[src/rtl/ascon_pack.sv]
// rtl/ascon_pack.sv - shared types and constants for the Ascon decryption absorb path
package ascon_pack;

  typedef logic [4:0][63:0] type_state;

  typedef enum logic [2:0] {
    IDLE,
    WAIT_CT,
    OUT,
    PERM,
    WAIT_PERM,
    DONE
  } type_dec_fsm;

  localparam logic [7:0] PAD_BYTE = 8'h80;

endpackage

[src/rtl/dec_pad_mask.sv]
// rtl/dec_pad_mask.sv - byte mask (top n bytes) and pad word for the final ciphertext block
module dec_pad_mask
  import ascon_pack::*;
(
  input  logic [2:0]  valid_bytes,
  output logic [63:0] mask,
  output logic [63:0] pad
);

  logic [5:0] shamt;

  assign shamt = {valid_bytes, 3'b000};
  assign mask  = ~({64{1'b1}} >> shamt);
  assign pad   = {PAD_BYTE, 56'd0} >> shamt;

endmodule

[src/rtl/cipher_absorb_dec.sv]
// rtl/cipher_absorb_dec.sv - Ascon decryption data-phase absorb FSM; DEC_BLOCK_CNT_EN adds a block counter
module cipher_absorb_dec
  import ascon_pack::*;
#(
  parameter int CNT_W = 16
) (
  input  logic             clock_i,
  input  logic             reset_i,
  input  logic             start_i,
  input  logic [63:0]      cipher_i,
  input  logic             cipher_valid_i,
  output logic             cipher_ready_o,
  input  logic             last_i,
  input  logic [2:0]       valid_bytes_i,
  input  type_state        state_i,
  output type_state        state_o,
  output logic             state_we_o,
  output logic             perm_start_o,
  input  logic             perm_done_i,
  output logic [63:0]      plain_o,
  output logic [3:0]       plain_bytes_o,
  output logic             plain_valid_o,
  input  logic             plain_ready_i,
  output logic             done_o,
  output logic [CNT_W-1:0] block_cnt_o
);

  type_dec_fsm fsm;
  logic        last_q;
  logic [63:0] mask;
  logic [63:0] pad;
  logic [63:0] pt_word;
  logic [63:0] ct_word;
  logic [3:0]  pt_bytes;

  dec_pad_mask u_pad_mask (
    .valid_bytes (valid_bytes_i),
    .mask        (mask),
    .pad         (pad)
  );

  // Final block: keep ciphertext bytes in the rate, padded plaintext-xor-state elsewhere
  always_comb begin
    pt_word  = state_i[0] ^ cipher_i;
    ct_word  = cipher_i;
    pt_bytes = 4'd8;
    if (last_i) begin
      pt_word  = (state_i[0] ^ cipher_i) & mask;
      ct_word  = (cipher_i & mask) | ((state_i[0] ^ pad) & ~mask);
      pt_bytes = {1'b0, valid_bytes_i};
    end
  end

  always_ff @(posedge clock_i or posedge reset_i) begin
    if (reset_i) begin
      fsm            <= IDLE;
      last_q         <= 1'b0;
      state_o        <= '0;
      state_we_o     <= 1'b0;
      perm_start_o   <= 1'b0;
      plain_o        <= '0;
      plain_bytes_o  <= '0;
      plain_valid_o  <= 1'b0;
      cipher_ready_o <= 1'b0;
      done_o         <= 1'b0;
    end else begin
      state_we_o   <= 1'b0;
      perm_start_o <= 1'b0;
      done_o       <= 1'b0;
      case (fsm)
        IDLE: begin
          if (start_i) begin
            fsm            <= WAIT_CT;
            cipher_ready_o <= 1'b1;
          end
        end
        WAIT_CT: begin
          if (cipher_valid_i) begin
            state_o        <= {state_i[4:1], ct_word};
            state_we_o     <= 1'b1;
            plain_o        <= pt_word;
            plain_bytes_o  <= pt_bytes;
            last_q         <= last_i;
            cipher_ready_o <= 1'b0;
            plain_valid_o  <= 1'b1;
            fsm            <= OUT;
          end
        end
        OUT: begin
          if (plain_ready_i) begin
            plain_valid_o <= 1'b0;
            if (last_q) begin
              done_o <= 1'b1;
              fsm    <= DONE;
            end else begin
              perm_start_o <= 1'b1;
              fsm          <= PERM;
            end
          end
        end
        PERM: fsm <= WAIT_PERM;
        WAIT_PERM: begin
          if (perm_done_i) begin
            cipher_ready_o <= 1'b1;
            fsm            <= WAIT_CT;
          end
        end
        DONE: fsm <= IDLE;
        default: fsm <= IDLE;
      endcase
    end
  end

`ifdef DEC_BLOCK_CNT_EN
  logic [CNT_W-1:0] cnt_q;

  always_ff @(posedge clock_i or posedge reset_i) begin
    if (reset_i) begin
      cnt_q <= '0;
    end else if (fsm == IDLE && start_i) begin
      cnt_q <= '0;
    end else if (fsm == WAIT_CT && cipher_valid_i) begin
      cnt_q <= cnt_q + CNT_W'(1);
    end
  end

  assign block_cnt_o = cnt_q;
`else
  assign block_cnt_o = '0;
`endif

endmodule

[config.mk]
export PLATFORM = sky130hd
export DESIGN_NAME = cipher_absorb_dec
export DESIGN_NICKNAME = d
export VERILOG_FILES = /design/src/rtl/ascon_pack.sv /design/src/rtl/dec_pad_mask.sv /design/src/rtl/cipher_absorb_dec.sv
export SDC_FILE = /design/constraint.sdc
export NUM_CORES = 1
export LEC_CHECK = 0
export ABC_AREA = 1
export BUFFER_PORTS_ARGS = -buffer_cell sky130_fd_sc_hd__buf_2
export CORE_AREA = 2 2 316 318
export CTS_CLUSTER_SIZE = 24
export DETAILED_ROUTE_END_ITERATION = 8
export DIE_AREA = 0 0 318 320
export PLACE_DENSITY_LB_ADDON = 0.2
export SETUP_SLACK_MARGIN = 0.02
export SYNTH_ARGS = -nofsm -noshare
export SYNTH_HDL_FRONTEND = slang
export SYNTH_SLANG_ARGS = --single-unit
[constraint.sdc]
create_clock -name clock_i -period 30.6 [get_ports clock_i]
set_input_delay 1.53 -clock clock_i [delete_from_list [all_inputs] [get_ports clock_i]]
set_output_delay 1.53 -clock clock_i [all_outputs]
set_load 0.02 [all_outputs]
# [Word-level counts from Yosys, hierarchy flattened]
# Index checks and enable logic that the tools add are counted.
[totals] register_bits=397 input_bits=394 out_inout_bits=409 wordCells=63
[op_classes] n_eq_ne=8 shifts=2 mux=24 n_bitwise=8 n_reduce_logical=7
[op_table] operator="bitwise AND 64 bit" count=3
[op_table] operator="two-way mux 64 bit" count=2
[op_table] operator="NOT 64 bit" count=2
[op_table] operator="right shift 64 x 6 -> 64 bit, first input constant" count=2
[op_table] operator="bitwise XOR 64 bit" count=2
[op_table] operator="OR 64 bit" count=1
[op_table] operator="two-way mux 3 bit" count=5
[op_table] operator="case mux 3 bit (5 select lines)" count=1
[op_table] operator="two-way mux 1 bit" count=13
[op_table] operator="inequality test 2 bit, second input constant" count=4
[op_table] operator="AND reduction 4 bit" count=2
[op_table] operator="equality test 3 x 2 -> 1 bit, second input constant" count=2
[op_table] operator="two-way mux 4 bit" count=1
[op_table] operator="equality test 3 x 1 -> 1 bit, second input constant" count=1
[op_table] operator="equality test 3 bit, second input constant" count=1
[op_table] operator="logical NOT 3 bit" count=1
[op_table] operator="case mux 1 bit (3 select lines)" count=1
[op_table] operator="AND reduction 3 bit" count=1
[op_table] operator="nonzero test 3 bit" count=1
[op_table] operator="case mux 1 bit (2 select lines)" count=1
[op_table] operator="AND reduction 2 bit" count=1
[op_table] operator="nonzero test 2 bit" count=1

# [Longest topological paths before layout]
# Gate-level depths: netlist (run 1).
[depth] ltp_word=6 depth_mapped=8 ltp_nobuf=7

# [Hierarchy]
# From an unflattened synthesis (run 1), not the netlist that was laid out.
[hier_totals] hier_cells=2252 hier_area_um2=18420.2
[modules_own_cells] mod="cipher_absorb_dec" instances=1 cells_per_inst=2114 area_each_um2=17474.3 seq_area_each_um2=9934.5
[modules_own_cells] mod="dec_pad_mask" instances=1 cells_per_inst=138 area_each_um2=945.9 seq_area_each_um2=0.0

# [Least setup slack after synthesis (run 1)]
# Ideal clock, no wire load.
[synth_path] path_type="input to register" from="input last_i" to="register state_o[56] in the netlist's numbering" setup_time_ns=0.117 arrival_ns=2.368 required_ns=30.483 slack_ns=28.114 path_stages=7 n_path_buf=2 path_cell_list="buf_2 nand2_2 nor2_4 buf_2 nand3b_1 nand3_1 nand2_1"
[synth_via] elab_chain_len=1
[synth_rtl] element="start: declaration" line="cipher_absorb_dec.sv:13" rtl="input logic last_i,"
[synth_rtl] element="two-way mux 64 bit" line="cipher_absorb_dec.sv:47" rtl="if (last_i) begin"
[synth_rtl] element="end signal: assignment" line="cipher_absorb_dec.sv:79" rtl="state_o <= {state_i[4:1], ct_word};"
[synth_rtl] element="end: declaration" line="cipher_absorb_dec.sv:16" rtl="output type_state state_o,"
# No other way between the ends.
# A chain may end at the register's enable or synchronous reset.

# [Worst setup path after layout (run 1)]
[layout_path] from="input cipher_valid_i" to="register state_o[38] in the netlist's numbering"
[layout_via] elab_chain_len=1
[layout_rtl] element="start: declaration" line="cipher_absorb_dec.sv:11" rtl="input logic cipher_valid_i,"
[layout_rtl] element="AND reduction 2 bit (no source line)"
# No other way between the ends.

==> reports/qor.csv, run 1 <==
metric,value,unit
routed wire length,68400,um
number of nets at the end of the flow,3086,
element type at the critical path start,input port,
highest net fanout along the worst path,83,
worst clock skew,0.0175,ns
Via Count,15300,
largest family of logic cells by synthesized area,simple AND/OR/NAND/NOR gates,
run status,"finished, final reports clean",
pin count of the biggest net entering global routing,112,
Max IR drop VDD,42.0,uV
Clock Root Buffer,sky130_fd_sc_hd__clkbuf_16,
floorplan die width,318,um
number of CTS-inserted buffers,49,
capturing point of the worst reg2reg path,state_o[38]$_DFFE_PP0P_,
row cnt,115,
number of hold-slack violations in the final timing report,0,
"antenna viol nets, final",0,
combined global-route utilization of all metal layers,0.130,
worst hold endpoint,state_o[153]$_DFFE_PP0P_,
Hold Worst Slack,0.471,ns
mux contribution to synthesized area,0,
sequential share of power,0.347,
post-cts gate resize count,0,
maximum level of the CTS H-tree,2,
share of the clock period used by the worst path,0.120,
number of register bits inferred by synthesis,397,
Mapped Area,16600,um^2
TritonCTS sink count,397,
combinational group share of total power,0.423,
Sum Neg Setup Slack,0,ns
last weighted congestion value of the routability-driven placer,0.807,
initial standard-cell utilization of the core,0.170,
min-delay src,state_o[153]$_DFFE_PP0P_,
kind of capture point of the worst setup path,register,
setup violators final,0,
Post-Place Cells,3928,
NetSw,1.14,mW
max-slew headroom at the worst pin,0.267,
fraction of layout cells with a size suffix above 1,0.328,
Worst EP arrival,4.17,ns
synthesized instance count,1939,
die area,102000,um^2
number of global-route vias before repair,15400,
initial antenna violation count,17,
Synth cell types,25,
Min-Delay Path Depth,2,
start-to-end type of the worst setup path,input port to register,
HPWL Detailed,50200,um
Pins Over Slew Limit,0,
average size of a mapped cell,8.57,um^2
count of hold buffers inserted by post-cts repair,0,
"most common cell after layout, fill and taps aside",sky130_fd_sc_hd__nand2_1,
fin cells,4028,
"Clk pin slew, worst setup/hold paths",0.06,ns
total global routing overflow,0,
max-capacitance violation count,0,
wire per inst,17.0,um
core footprint,98000,um^2
unrepaired setup endpoints after global routing,false,
Crit path required time,31.09,ns
number of buffers between clock root and the deepest sink,3,
path type of the worst min-delay path,register to register,
area added between synthesis and finish,40.7,%
Lkg Pwr,13.1,nW
DRC errors left,0,
Worst-Margin Slew,1.10,ns
adder and majority gate portion of the synthesized area,0,
R2R depth,7,
R2R Setup Slk,27.34,ns
Port Buffers,786,
cell-internal power,1.46,mW
number of setup buffers added after CTS,0,
router iterations before antenna repair,6,
number of DRC markers in iteration 0,755,
power density of the placed cells,111,nW/um^2
insertion delay of the later-clocked pin in the worst-skew pair,0.61,ns
TritonCTS clock tree,built,
Synth Area in Simple Gates,0.287,
FF-to-FF Start,fsm[2]$_DFFE_PP0P_,
portion of the post-synthesis area used by sequential elements,0.598,
synth warn,0,
Clk pwr share,0.230,
first-pass GRT wire length,101000,um
switching power share of the total,0.438,
Die Height,320,um
post-synthesis xor/xnor area fraction,0.0353,
most frequent cells in the layout,"sky130_fd_sc_hd__nand2_1, sky130_fd_sc_hd__buf_2, sky130_fd_sc_hd__dfrtp_1",
boundary pin count,803,
CP startpoint,cipher_valid_i,
via density per instance,3.80,
Synth Area in Compound Gates,0.0297,
post-layout min period,3.69,ns
maximum clock frequency,271,MHz
## worst max-delay path by stage
| stage | end | depth (start not counted) |
|---|---|---|
| after detailed placement | state_o[52]$_DFFE_PP0P_ | 7 |
| final | state_o[38]$_DFFE_PP0P_ | 7 |
| after global placement | state_o[38]$_DFFE_PP0P_ | 7 |
| after global routing | state_o[52]$_DFFE_PP0P_ | 7 |
| after CTS | state_o[36]$_DFFE_PP0P_ | 7 |
| after floorplan | cipher_ready_o$_DFFE_PP0P_ | 1 |
## cell type report
cell class / count / area, um^2
fill: 11000 / 74600
sequential: 397 / 9930
multi-input combinational: 1393 / 5920
timing repair buffer: 802 / 4070
tap: 1287 / 1610
clock buffer: 74 / 1470
inverter: 49 / 191
clock inverter: 16 / 164
antenna: 10 / 25.0
## power groups by stage
| stage | clock [mW] | combinational, mW | sequential [mW] |
|---|---|---|---|
| 3_3_place_gp | 0 | 1.12 | 0.913 |
| 3_5_place_dp | 0 | 1.12 | 0.910 |
| 4_1_cts | 0.626 | 1.13 | 0.908 |
| 5_1_grt | 0.646 | 1.21 | 0.937 |
| 2_1_floorplan | 0 | 0.377 | 1.20 |
| 6_report | 0.599 | 1.10 | 0.905 |
## through the flow
step / utilization / worst slack, ns / area [um^2] / power, mW
final: 0.239 / 26.91 / 23400 / 2.60
after global routing: 0.239 / 26.61 / 23400 / 2.79
after CTS: 0.238 / 26.80 / 23400 / 2.66
after detailed placement: 0.222 / 26.12 / 21700 / 2.03
after global placement: 0.222 / 26.14 / 21700 / 2.04
after floorplan: - / 18.03 / 16700 / 1.58
## cell families after synthesis
kind of cell	after synthesis
DFF	397
AOI/OAI and AO/OA	91
xor gates and xnor gates	67
buffers and inverters	164
and+or+nand+nor	1219
other	1
## worst max-delay path, cell delays in order
cell	delay (ns)
sky130_fd_sc_hd__buf_2	0.12
sky130_fd_sc_hd__inv_1	0.08
sky130_fd_sc_hd__nor2_4	0.83
sky130_fd_sc_hd__buf_4	0.48
sky130_fd_sc_hd__buf_4	0.75
sky130_fd_sc_hd__nand3_1	0.14
sky130_fd_sc_hd__o21a_1	0.15
## routing by layer
metal | vias to the layer above | share of wire | track usage
met5 | - | 0.0013 | 0
met4 | 14 | 0.029 | 0.0456
met3 | 111 | 0.078 | 0.0436
met2 | 539 | 0.48 | 0.215
met1 | 7193 | 0.41 | 0.157
li1 | 7455 | - | -
## cell usage after synthesis
| library cell | count | area share |
|---|---|---|
| sky130_fd_sc_hd__o21ai_1 | 39 | 0.012 |
| sky130_fd_sc_hd__nand2_1 | 1073 | 0.24 |
| sky130_fd_sc_hd__nand4_1 | 4 | 0.0015 |
| sky130_fd_sc_hd__buf_4 | 32 | 0.014 |
| sky130_fd_sc_hd__nor2_1 | 36 | 0.0081 |
| sky130_fd_sc_hd__o211ai_1 | 7 | 0.0032 |
| sky130_fd_sc_hd__o21ai_0 | 33 | 0.0099 |
| sky130_fd_sc_hd__inv_1 | 45 | 0.010 |
| sky130_fd_sc_hd__dfrtp_1 | 397 | 0.60 |
| sky130_fd_sc_hd__nor3_1 | 2 | 0.00060 |
| sky130_fd_sc_hd__nand3b_1 | 8 | 0.0036 |
| sky130_fd_sc_hd__or2_2 | 1 | 0.00038 |
| sky130_fd_sc_hd__nor2_4 | 3 | 0.0020 |
| sky130_fd_sc_hd__nor2_2 | 2 | 0.00075 |
| sky130_fd_sc_hd__clkbuf_1 | 6 | 0.0014 |
| sky130_fd_sc_hd__inv_2 | 4 | 0.00090 |
| sky130_fd_sc_hd__a21oi_1 | 4 | 0.0012 |
| sky130_fd_sc_hd__xnor2_1 | 9 | 0.0047 |
| sky130_fd_sc_hd__buf_2 | 77 | 0.023 |
| sky130_fd_sc_hd__nand2_2 | 3 | 0.0011 |
| sky130_fd_sc_hd__nand3_1 | 85 | 0.026 |
| sky130_fd_sc_hd__conb_1 | 1 | 0.00023 |
| sky130_fd_sc_hd__nand3_2 | 2 | 0.0012 |
| sky130_fd_sc_hd__o21a_1 | 8 | 0.0036 |
| sky130_fd_sc_hd__xor2_1 | 58 | 0.031 |
## registers in the layout (all words and copies together) (netlist names), 3 cells and up
register,flops
plain_bytes_o,4
state_o,320
plain_o,64
fsm,3
(Power assumes the default switching activity.)
==> run 2: changes to the inputs <==
- clock period: 30.6 -> 3.84 ns (I/O delays scaled with it)
==> run 2 against run 1 <==
Against the previous run: highest routed layer unchanged; largest cell class unchanged; clock skew fell by 0.0068 ns; largest power group unchanged; setup slack lost 26 ns; count of clock-buffer cells in the layout rose by 6; sequential share of layout area down 7.0 points; hold slack got worse by 0.39 ns; die area unchanged; critical path type is now register to register; cell count rose by 11%; total power grew to 8.3 times the previous value; clock power grew to 7.9 times the previous value.
==> reports/qor.csv, run 2 (synthesized netlist as in run 1, its figures left out) <==
metric,value,unit
run status,"finished, final reports clean",
floorplan die width,318,um
"Clk pin slew, worst setup/hold paths",0.06,ns
kind of capture point of the worst setup path,register,
row cnt,115,
fill cell total of the finished layout,10600,
Reg with most FFs,state_o,
number of hold-slack violations in the final timing report,0,
pre-CTS worst setup slack,1.49,ns
Max IR drop VDD,343,uV
highest net fanout along the worst path,150,
Clock Root Buffer,sky130_fd_sc_hd__clkbuf_16,
combined global-route utilization of all metal layers,0.136,
Via Count,17000,
post-layout min period,2.88,ns
max-slew headroom at the worst pin,0.305,
unrepaired setup endpoints after global routing,false,
number of buffers between clock root and the deepest sink,3,
post-cts gate resize count,0,
final instance area,28000,um^2
Top Family by Delay on Critical Path,simple AND/OR/NAND/NOR gates,
number of DRC markers in iteration 0,731,
via density per instance,3.79,
maximum level of the CTS H-tree,2,
die area,102000,um^2
Reg area,9930,um^2
Regs by FF count,"state_o: 320 flops, plain_o: 64 flops, plain_bytes_o: 4 flops",
routed wire length,71400,um
element type at the critical path start,register,
Die Height,320,um
Min-Delay Path Depth,4,
count of hold buffers inserted by post-cts repair,447,
"crit path setup slack, layout",0.959,ns
router iterations before antenna repair,6,
core footprint,98000,um^2
fin cells,4474,
maximum clock frequency,347,MHz
Pins Over Slew Limit,0,
R2R depth,7,
area added between synthesis and finish,68.2,%
number of setup buffers added after CTS,0,
number of CTS-inserted buffers,51,
initial standard-cell utilization of the core,0.170,
Port Buffers,786,
HPWL Detailed,50500,um
max-capacitance violation count,0,
sum of buffers and inverters on the critical path,2,
last weighted congestion value of the routability-driven placer,0.788,
fraction of layout cells with a size suffix above 1,0.283,
TritonCTS sink count,397,
Worst EP arrival,3.41,ns
critical path's largest stage delay,0.55,ns
path type of the worst min-delay path,input port to register,
worst clock skew,0.0107,ns
start-to-end type of the worst setup path,register to register,
Post-Place Cells,3934,
Placement Cell Area,21800,um^2
boundary pin count,803,
insertion delay of the later-clocked pin in the worst-skew pair,0.60,ns
total global routing overflow,0,
share of the core filled with cells in the final layout,0.285,
share of the clock period used by the worst path,0.750,
pin count of the biggest net entering global routing,180,
most frequent cells in the layout,"sky130_fd_sc_hd__nand2_1, sky130_fd_sc_hd__buf_2, sky130_fd_sc_hd__dlygate4sd3_1",
wire per inst,16.0,um
"antenna viol nets, final",0,
number of global-route vias before repair,17800,
TritonCTS clock tree,built,
"most common cell after layout, fill and taps aside",sky130_fd_sc_hd__nand2_1,
initial antenna violation count,8,
overall power consumption,21.6,mW
Largest register FFs,320,
area taken by multi-input logic gates,5920,um^2
DRC errors left,0,
standard cell with the maximum stage delay on the critical path,sky130_fd_sc_hd__dlygate4sd3_1,
power density of the placed cells,771,nW/um^2
Crit path required time,4.37,ns
number of nets at the end of the flow,3541,
Lkg Pwr,15.1,nW
first-pass GRT wire length,108000,um
setup violators final,0,
cells along the critical path,nor2_2 > nand3_4 > buf_12 > nor2_4 > nand2_1 > nand3_1 > dlygate4sd3_1,
depth of the critical timing path with buffers and inverters included,7,
Worst-Margin Slew,1.04,ns
[run 2: final timing paths]
kind	startpoint	to	slack, ns
setup / recovery	fsm[1]$_DFFE_PP0P_	state_o[4]$_DFFE_PP0P_	0.96
hold / removal	cipher_valid_i	fsm[0]$_DFFE_PP0P_	0.08
setup reg to reg	fsm[1]$_DFFE_PP0P_	state_o[4]$_DFFE_PP0P_	0.96
hold reg to reg	state_o[131]$_DFFE_PP0P_	state_o[131]$_DFFE_PP0P_	0.47
max in group asynchronous	reset_i	state_o[131]$_DFFE_PP0P_	2.33
min in group asynchronous	reset_i	plain_o[57]$_DFFE_PP0P_	0.23
[run 2: routing by layer]
layer	vias to the layer above	routed length (um)	GRT usage
met5	-	40	0
met4	6	2830	0.0584
met3	135	4690	0.0372
met2	551	34700	0.233
met1	7919	29200	0.160
li1	8362	-	-
[run 2: area by class of cell]
cell class | count | area share
clock inverter | 11 | 0.00336
sequential | 397 | 0.355
tap | 1287 | 0.0576
multi-input combinational | 1393 | 0.212
timing repair buffer | 1255 | 0.310
antenna | 2 | 0.000179
clock buffer | 80 | 0.0554
inverter | 49 | 0.00671
[run 2: power by group]
part | switching [mW] | internal, mW
clock | 1.92 | 2.82
combinational | 6.31 | 3.28
sequential | 1.06 | 6.16
total | 9.29 | 12.3
[run 2: worst reg2reg max path, stage by stage, from the launching register on]
cell and delay (ns):
sky130_fd_sc_hd__dfrtp_1 0.46, sky130_fd_sc_hd__nor2_2 0.20, sky130_fd_sc_hd__nand3_4 0.40, sky130_fd_sc_hd__buf_12 0.37, sky130_fd_sc_hd__nor2_4 0.66, sky130_fd_sc_hd__nand2_1 0.10, sky130_fd_sc_hd__nand3_1 0.08, sky130_fd_sc_hd__dlygate4sd3_1 0.55
[run 2: through the flow]
| stage | TNS [ns] | hold slack [ns] |
|---|---|---|
| floorplan | -673.23 | 0.302 |
| global placement | 0 | 0.319 |
| detailed placement | 0 | 0.321 |
| global route | 0 | 0.0571 |
| finish | 0 | 0.0810 |
| CTS | 0 | 0.000755 |
